$ cat config.mk
export PLATFORM = sky130hd
export DESIGN_NAME = hilo_unit_flat
export DESIGN_NICKNAME = d
export VERILOG_FILES = /design/src/rtl/hilo_if.sv /design/src/rtl/hilo_unit.sv /design/src/flat_wrapper.sv
export SDC_FILE = /design/constraint.sdc
export NUM_CORES = 1
export LEC_CHECK = 0
export CAP_MARGIN = 20
export CORE_UTILIZATION = 40
export CTS_CLUSTER_DIAMETER = 80
export DETAILED_ROUTE_END_ITERATION = 8
export PLACE_DENSITY = 0.91
export SLEW_MARGIN = 10
export SYNTH_ARGS = -nofsm -noshare
export SYNTH_HDL_FRONTEND = slang
export SYNTH_SLANG_ARGS = --single-unit
$ cat constraint.sdc
create_clock -name clk -period 2.5 [get_ports clk]
set_clock_uncertainty 0.1 [all_clocks]
set_input_delay 0.25 -clock clk [delete_from_list [all_inputs] [get_ports clk]]
set_output_delay 0.25 -clock clk [all_outputs]
set_load 0.02 [all_outputs]
$ cat src/rtl/hilo_if.sv
// Handshake and data bundle between the issue stage and the HI/LO unit.
// The master drives the function code, operands and product; the slave returns HI/LO state.
interface hilo_if #(
  parameter int DATA_W = 32
);
  logic [5:0]          Signal;
  logic                mul_start;
  logic [2*DATA_W-1:0] product;
  logic [DATA_W-1:0]   wr_data;
  logic [DATA_W-1:0]   hi;
  logic [DATA_W-1:0]   lo;
  logic [DATA_W-1:0]   dataOut;
  logic                busy;
  logic                done;
  logic                rd_stall;

  modport master (
    output Signal, mul_start, product, wr_data,
    input  hi, lo, dataOut, busy, done, rd_stall
  );

  modport slave (
    input  Signal, mul_start, product, wr_data,
    output hi, lo, dataOut, busy, done, rd_stall
  );
endinterface

$ cat src/rtl/hilo_unit.sv
// HI/LO register file: sequences MULTU latency, captures the product,
// and serves MFHI/MFLO/MTHI/MTLO with a read stall while a multiply is in flight.
module hilo_unit #(
  parameter int DATA_W     = 32,
  parameter int MUL_CYCLES = 32
) (
  input  logic   clk,
  input  logic   reset,
  hilo_if.slave  bus
);
  localparam logic [5:0] F_MULTU = 6'd25;
  localparam logic [5:0] F_MFHI  = 6'd16;
  localparam logic [5:0] F_MTHI  = 6'd17;
  localparam logic [5:0] F_MFLO  = 6'd18;
  localparam logic [5:0] F_MTLO  = 6'd19;

  localparam int CW = $clog2(MUL_CYCLES + 1);
  localparam logic [CW-1:0] LAST = CW'(MUL_CYCLES - 1);

  typedef enum logic [1:0] {
    IDLE,
    RUN,
    CAPTURE
  } state_t;

  state_t            state, state_n;
  logic [CW-1:0]     count, count_n;
  logic [DATA_W-1:0] hi_q, hi_n;
  logic [DATA_W-1:0] lo_q, lo_n;
  logic              is_mul;
  logic              rd_hi, rd_lo;

  assign is_mul = (bus.Signal == F_MULTU);
  assign rd_hi  = (bus.Signal == F_MFHI);
  assign rd_lo  = (bus.Signal == F_MFLO);

  always_ff @(posedge clk) begin
    if (!reset) begin
      state <= IDLE;
      count <= '0;
      hi_q  <= '0;
      lo_q  <= '0;
    end else begin
      state <= state_n;
      count <= count_n;
      hi_q  <= hi_n;
      lo_q  <= lo_n;
    end
  end

  always_comb begin
    state_n = state;
    count_n = count;
    hi_n    = hi_q;
    lo_n    = lo_q;
    unique case (state)
      IDLE: begin
        if (bus.mul_start && is_mul) begin
          state_n = RUN;
          count_n = '0;
        end else if (bus.Signal == F_MTHI) begin
          hi_n = bus.wr_data;
        end else if (bus.Signal == F_MTLO) begin
          lo_n = bus.wr_data;
        end
      end
      RUN: begin
        // Any non-MULTU code means the op was squashed upstream.
        if (!is_mul) begin
          state_n = IDLE;
          count_n = '0;
        end else begin
          count_n = count + CW'(1);
          if (count == LAST) state_n = CAPTURE;
        end
      end
      CAPTURE: begin
        hi_n    = bus.product[2*DATA_W-1:DATA_W];
        lo_n    = bus.product[DATA_W-1:0];
        count_n = '0;
        state_n = IDLE;
      end
      default: begin
        state_n = IDLE;
        count_n = '0;
      end
    endcase
  end

  assign bus.hi       = hi_q;
  assign bus.lo       = lo_q;
  assign bus.busy     = (state == RUN) || (state == CAPTURE);
  assign bus.done     = (state == CAPTURE);
  assign bus.rd_stall = bus.busy && (rd_hi || rd_lo);

  always_comb begin
    bus.dataOut = '0;
    unique case (1'b1)
      rd_hi:   bus.dataOut = hi_q;
      rd_lo:   bus.dataOut = lo_q;
      default: bus.dataOut = '0;
    endcase
  end
endmodule

$ cat src/flat_wrapper.sv
// flat-port wrapper written by rule: the top's interface ports become plain ports
module hilo_unit_flat 
#(
  parameter int DATA_W     = 32,
  parameter int MUL_CYCLES = 32
)
  (clk, reset, bus_Signal, bus_mul_start, bus_product, bus_wr_data, bus_hi, bus_lo, bus_dataOut, bus_busy, bus_done, bus_rd_stall);
  hilo_if #(.DATA_W(DATA_W)) bus_i ();
  input  logic clk;
  input  logic reset;
  input wire logic [$bits(bus_i.Signal)-1:0] bus_Signal;
  input wire logic [$bits(bus_i.mul_start)-1:0] bus_mul_start;
  input wire logic [$bits(bus_i.product)-1:0] bus_product;
  input wire logic [$bits(bus_i.wr_data)-1:0] bus_wr_data;
  output wire logic [$bits(bus_i.hi)-1:0] bus_hi;
  output wire logic [$bits(bus_i.lo)-1:0] bus_lo;
  output wire logic [$bits(bus_i.dataOut)-1:0] bus_dataOut;
  output wire logic [$bits(bus_i.busy)-1:0] bus_busy;
  output wire logic [$bits(bus_i.done)-1:0] bus_done;
  output wire logic [$bits(bus_i.rd_stall)-1:0] bus_rd_stall;
  assign bus_i.Signal = bus_Signal;
  assign bus_i.mul_start = bus_mul_start;
  assign bus_i.product = bus_product;
  assign bus_i.wr_data = bus_wr_data;
  assign bus_hi = bus_i.hi;
  assign bus_lo = bus_i.lo;
  assign bus_dataOut = bus_i.dataOut;
  assign bus_busy = bus_i.busy;
  assign bus_done = bus_i.done;
  assign bus_rd_stall = bus_i.rd_stall;
  hilo_unit #(.DATA_W(DATA_W), .MUL_CYCLES(MUL_CYCLES)) u_core (.clk(clk), .reset(reset), .bus(bus_i));
endmodule
* Word-level counts from Yosys, hierarchy flattened
Cells that the tools add are included.
** Storage, ports and cells
- Word-level logic and storage cells :: 43
- Output and inout bits :: 99
- Flip-flop bits (word level) :: 72
** Cells by class
- Reductions and logical operators :: 9
- Add/subtract/negate cells :: 1
- Equality and inequality tests :: 14
- Mux-type cells :: 15
** Operators with widths (number)
- case mux 32 bit (2 select lines) :: 3
- two-way mux 32 bit :: 5
- equality test 6 x 5 -> 1 bit (second input constant) :: 6
- two-way mux 6 bit :: 2
- case mux 6 bit (2 select lines) :: 1
- adder 6 x 1 -> 6 bit (second input constant) :: 1
- two-way mux 2 bit :: 3
- inequality test 2 x 1 -> 1 bit (second input constant) :: 3
- inequality test 2 bit (second input constant) :: 2
- case mux 2 bit (2 select lines) :: 1
- AND reduction 4 bit :: 1
- inequality test 3 bit (second input constant) :: 1
- AND reduction 3 bit :: 1
- equality test 2 x 1 -> 1 bit (second input constant) :: 1
- equality test 2 bit (second input constant) :: 1
- logical AND 1 bit :: 2
- logical NOT 2 bit :: 1
- logical OR 1 bit :: 2
- AND reduction 2 bit :: 1
- nonzero test 2 bit :: 1

* Logic depth before layout (Yosys ltp)
- Depth after elaboration :: 5
- Depth in mapped cells :: 7
- Mapped depth without buffers :: 6

* Worst setup path after synthesis
Ideal clock, no wire load.
- Path kind :: input -> output
- Start :: input port bus_Signal[5]
- End :: output port bus_dataOut[0]
- Stages on the path :: 6
- Slack :: 318 ps
- Required time :: 2150 ps
- Arrival :: 1832 ps
- Buffers on the path :: 3
- Cells stage by stage :: or3b_1 buf_6 or3_2 clkbuf_1 clkbuf_1 nor2_1
** On the way
- Longest elaborated chain between the ends :: 2
- Elaborated cells between the ends (all ways) :: 3
- Classes of those cells :: eq/ne (2); mux (1)
** Ends and longest elaborated chain
- start, declared :: RTL line flat_wrapper.sv:11 : input wire logic [$bits(bus_i.Signal)-1:0] bus_Signal;
- equality test 6 x 5 -> 1 bit, on equally long branches :: RTL line hilo_unit.sv:35, hilo_unit.sv:34
- case mux 32 bit (2 select lines) (*) :: RTL line hilo_unit.sv:98 : unique case (1'b1)
- end, declared :: RTL line flat_wrapper.sv:17 : output wire logic [$bits(bus_i.dataOut)-1:0] bus_dataOut;
Every way passes the cells marked *; elsewhere a longest branch is shown, timed or not.

* Worst setup path in the final report
- Start :: input port bus_Signal[4]
- End :: output port bus_dataOut[13]
Same word-level chain as after synthesis.

==> impl_metrics.env <==
export IMPL_run_status="finished clean"
export IMPL_startpoint_to_endpoint_class_of_the_critical_path="input port to output port"
export IMPL_route_antenna_remaining_nets=0
export IMPL_num_io_pins=204
export IMPL_cts_clk_slew_worst_paths_ns=0.07
export IMPL_htree_num_levels=3
export IMPL_worstRegToRegCells=7
export IMPL_area_growth_synth_to_final_pct=57.6
export IMPL_grt_first_pass_wirelength_um=19200
export IMPL_ys_top_cells_by_count="dfxtp_1 (72), a21oi_1 (69), nand2_1 (68), o211a_1 (64), nor2_1 (36)"
export IMPL_worst_endpoint_arrival_ns=2.05
export IMPL_cts_buffers_inserted=9
export IMPL_die_h_um=99.9
export IMPL_worstMarginPinSlew_ns=0.619
export IMPL_whs_endpoint="u_core.bus.lo[15]$_SDFFE_PN0P_"
export IMPL_syn_area_sq_mm=0.00383
export IMPL_first_global_vias=3974
export IMPL_initial_utilization=0.415
export IMPL_synth_async_reset_ratio=0
export IMPL_synth_simple_gate_area_share=0.179
export IMPL_grt_max_degree=52
export IMPL_synth_warnings=0
export IMPL_leakage_power_uw=0.00307
export IMPL_timing_critical_path_to_type="output port"
export IMPL_setup_repair_after_global_routing_missed_its_margin="no"
export IMPL_min_from="reset"
export IMPL_fin_crit_ns=2.40
export IMPL_syn_inst=447
export IMPL_mappedNetlistNets=556
export IMPL_placementRows=35
export IMPL_count_of_flip_flops_with_a_built_in_enable_after_synthesis=0
export IMPL_final_layout_size_suffix_gt1_frac=0.108
export IMPL_route_vias_total=4057
export IMPL_synth_fa_ha_area_frac=0.0131
export IMPL_timing_reg2reg_setup_slack_ns=0.50
export IMPL_synth_xor_area_share=0.00229
export IMPL_postSynth_topFlopCell="dfxtp_1"
export IMPL_worstReg2RegEnd="u_core.bus.hi[3]$_SDFFE_PN0P_"
export IMPL_dp_final_hpwl_um=9230
export IMPL_num_nets_final=745
export IMPL_startpoint_type="input port"
export IMPL_power_density_mw_per_mm2=417
export IMPL_yosys_area_top_type="dfxtp_1"
export IMPL_netlist_area_leader_share=0.376
export IMPL_post_cts_hold_buffer_count=0
export IMPL_synth_mux_area_frac=0.0862
export IMPL_fin_crit_sh=0.959
export IMPL_overflow=0
export IMPL_report_final_setup_viol=0
export IMPL_sequential_fraction_of_the_synthesis_area=0.376
export IMPL_postPlaceCellArea_sq_mm=0.00599
export IMPL_drc=0
export IMPL_yosys_cell_types_count=30
export IMPL_count_of_max_cap_constraint_violations=0
export IMPL_hold_path_depth=2
export IMPL_dieWidth_um=99.9
export IMPL_dieArea_sq_mm=0.00998
export IMPL_finalInstanceArea_sq_mm=0.00604
export IMPL_avgSynthCellArea_sq_um=8.57
export IMPL_core_sq_mm=0.00924
export IMPL_synth_top_cells_by_area="dfxtp_1 (38%), o211a_1 (17%), a21oi_1 (9.0%)"
export IMPL_synth_top_family_by_area="compound AO/OA/AOI/OAI gates"
export IMPL_final_max_slew_violation_count=0
export IMPL_finalSetupTns_ns=0
export IMPL_post_synth_top_count_cell="dfxtp_1"
export IMPL_tritoncts="built"
export IMPL_route_detailed_wl_per_inst_um=16.0
export IMPL_reg2reg_from="u_core.state[0]$_SDFFE_PN0P_"
export IMPL_clk_lat_worst_skew_ns=0.32
export IMPL_cts_max_path_buffers=2
export IMPL_synth_ff_latch_count=72
export IMPL_crit_path_max_fanout=15
export IMPL_final_hold_worst_slack_ns=0.369
export IMPL_port_buffers=203
export IMPL_antenna_violations_before_repair=0
export IMPL_drt_pass_1_iters=4
export IMPL_grt_usage=0.242
export IMPL_clkSinkCount=72
export IMPL_vdd_drop_max_v=0.000293
export IMPL_synth_compound_gate_area_share=0.285
export IMPL_post_drt_via_cell_ratio=5.28
export IMPL_min_delay_path_class="input port to flip-flop"
export IMPL_max_slew_margin_rel=0.587
export IMPL_wirelength_um=12300
export IMPL_drt_first_iter_violations=81
export IMPL_worst_ep_required_time_ns=2.15
export IMPL_gpl_final_weighted_congestion=0.867
export IMPL_clockRootBuffer="clkbuf_8"
export IMPL_insertedDiodeCount=0
export IMPL_hold_violations=0
export IMPL_max_freq_ghz=0.417
## logic make-up after synthesis
kind of cell	Yosys count
AOI/OAI and AO/OA	144
xor gates and xnor gates	1
adders and majority gates	4
buffers and inverters	43
DFF	72
muxes	33
and+or+nand+nor	150
## cell type report
type,instances,area (sq um)
fill,757,3200
multi-input combinational,332,2180
timing repair buffer,217,2030
sequential,72,1440
tap,129,161
clock buffer,10,128
clock inverter,5,82.6
inverter,4,15.0
## metrics by stage
stage | util | setup slack, ns | power (uW) | cells
floorplan | - | 0.318 | 1330 | 447
global placement | 0.648 | -0.318 | 1550 | 754
detailed placement | 0.648 | -0.389 | 1560 | 754
CTS | 0.673 | -0.00453 | 2540 | 769
global route | 0.654 | 0.0158 | 2620 | 769
finish | 0.654 | 0.102 | 2520 | 769
## how the worst max path moves through the flow
| stage | end | slack, ns | start |
|---|---|---|---|
| floorplan | bus_dataOut[0] | 0.32 | bus_Signal[5] |
| global placement | bus_dataOut[27] | -0.32 | bus_Signal[4] |
| detailed placement | bus_dataOut[13] | -0.39 | bus_Signal[4] |
| CTS | bus_dataOut[27] | -0.005 | bus_Signal[4] |
| global route | bus_dataOut[21] | 0.02 | bus_Signal[4] |
| finish | bus_dataOut[13] | 0.10 | bus_Signal[4] |
## registers in the layout (all words and copies together), names as in the netlist
| signal | flops |
|---|---|
| u_core.bus.hi | 32 |
| u_core.bus.lo | 32 |
| u_core.count | 6 |
| u_core.state | 2 |
## layout by cell type (no fill, tap or decap), types with 2 or more instances in the layout
master | netlist | layout
buf_2 | 3 | 35
buf_12 | 0 | 5
clkbuf_8 | 0 | 9
clkinvlp_4 | 0 | 3
ha_1 | 4 | 3
dfxtp_1 | 72 | 72
nor2_1 | 36 | 36
or3_1 | 3 | 3
buf_6 | 7 | 2
clkdlybuf4s50_1 | 0 | 168
nand2_1 | 68 | 68
nand4b_1 | 2 | 2
o211a_1 | 64 | 64
inv_1 | 4 | 4
mux2i_1 | 33 | 33
nor2b_1 | 33 | 33
nand3_1 | 3 | 3
buf_4 | 0 | 7
bufinv_16 | 0 | 2
o21ai_0 | 5 | 5
a21oi_1 | 69 | 69
## what timing repair did
action / CTS / global route
gates resized for setup: 102 / 32
setup buffers: 0 / 0
pin swaps: 0 / 0
setup endpoints to repair: 33 / 30
## routing by layer
metal  GRT usage  vias up  part of all wire
li1            -     1965                 -
met1       0.278     1919              0.40
met2       0.445      150              0.52
met3      0.0522       23             0.059
met4      0.0758        0             0.019
met5           0        -                 0
## critical path: stages
cell and delay [ns]:
clkdlybuf4s50_1 0.44, or3b_1 0.37, or3_2 0.47, buf_6 0.19, nor2_1 0.14, buf_2 0.18
## report_power, final
part           total, uW  internal, uW  switching [uW]
combinational        362           224             138
sequential          1170          1160            11.4
clock                986           557             429
Power figures use the tool's default switching activity.
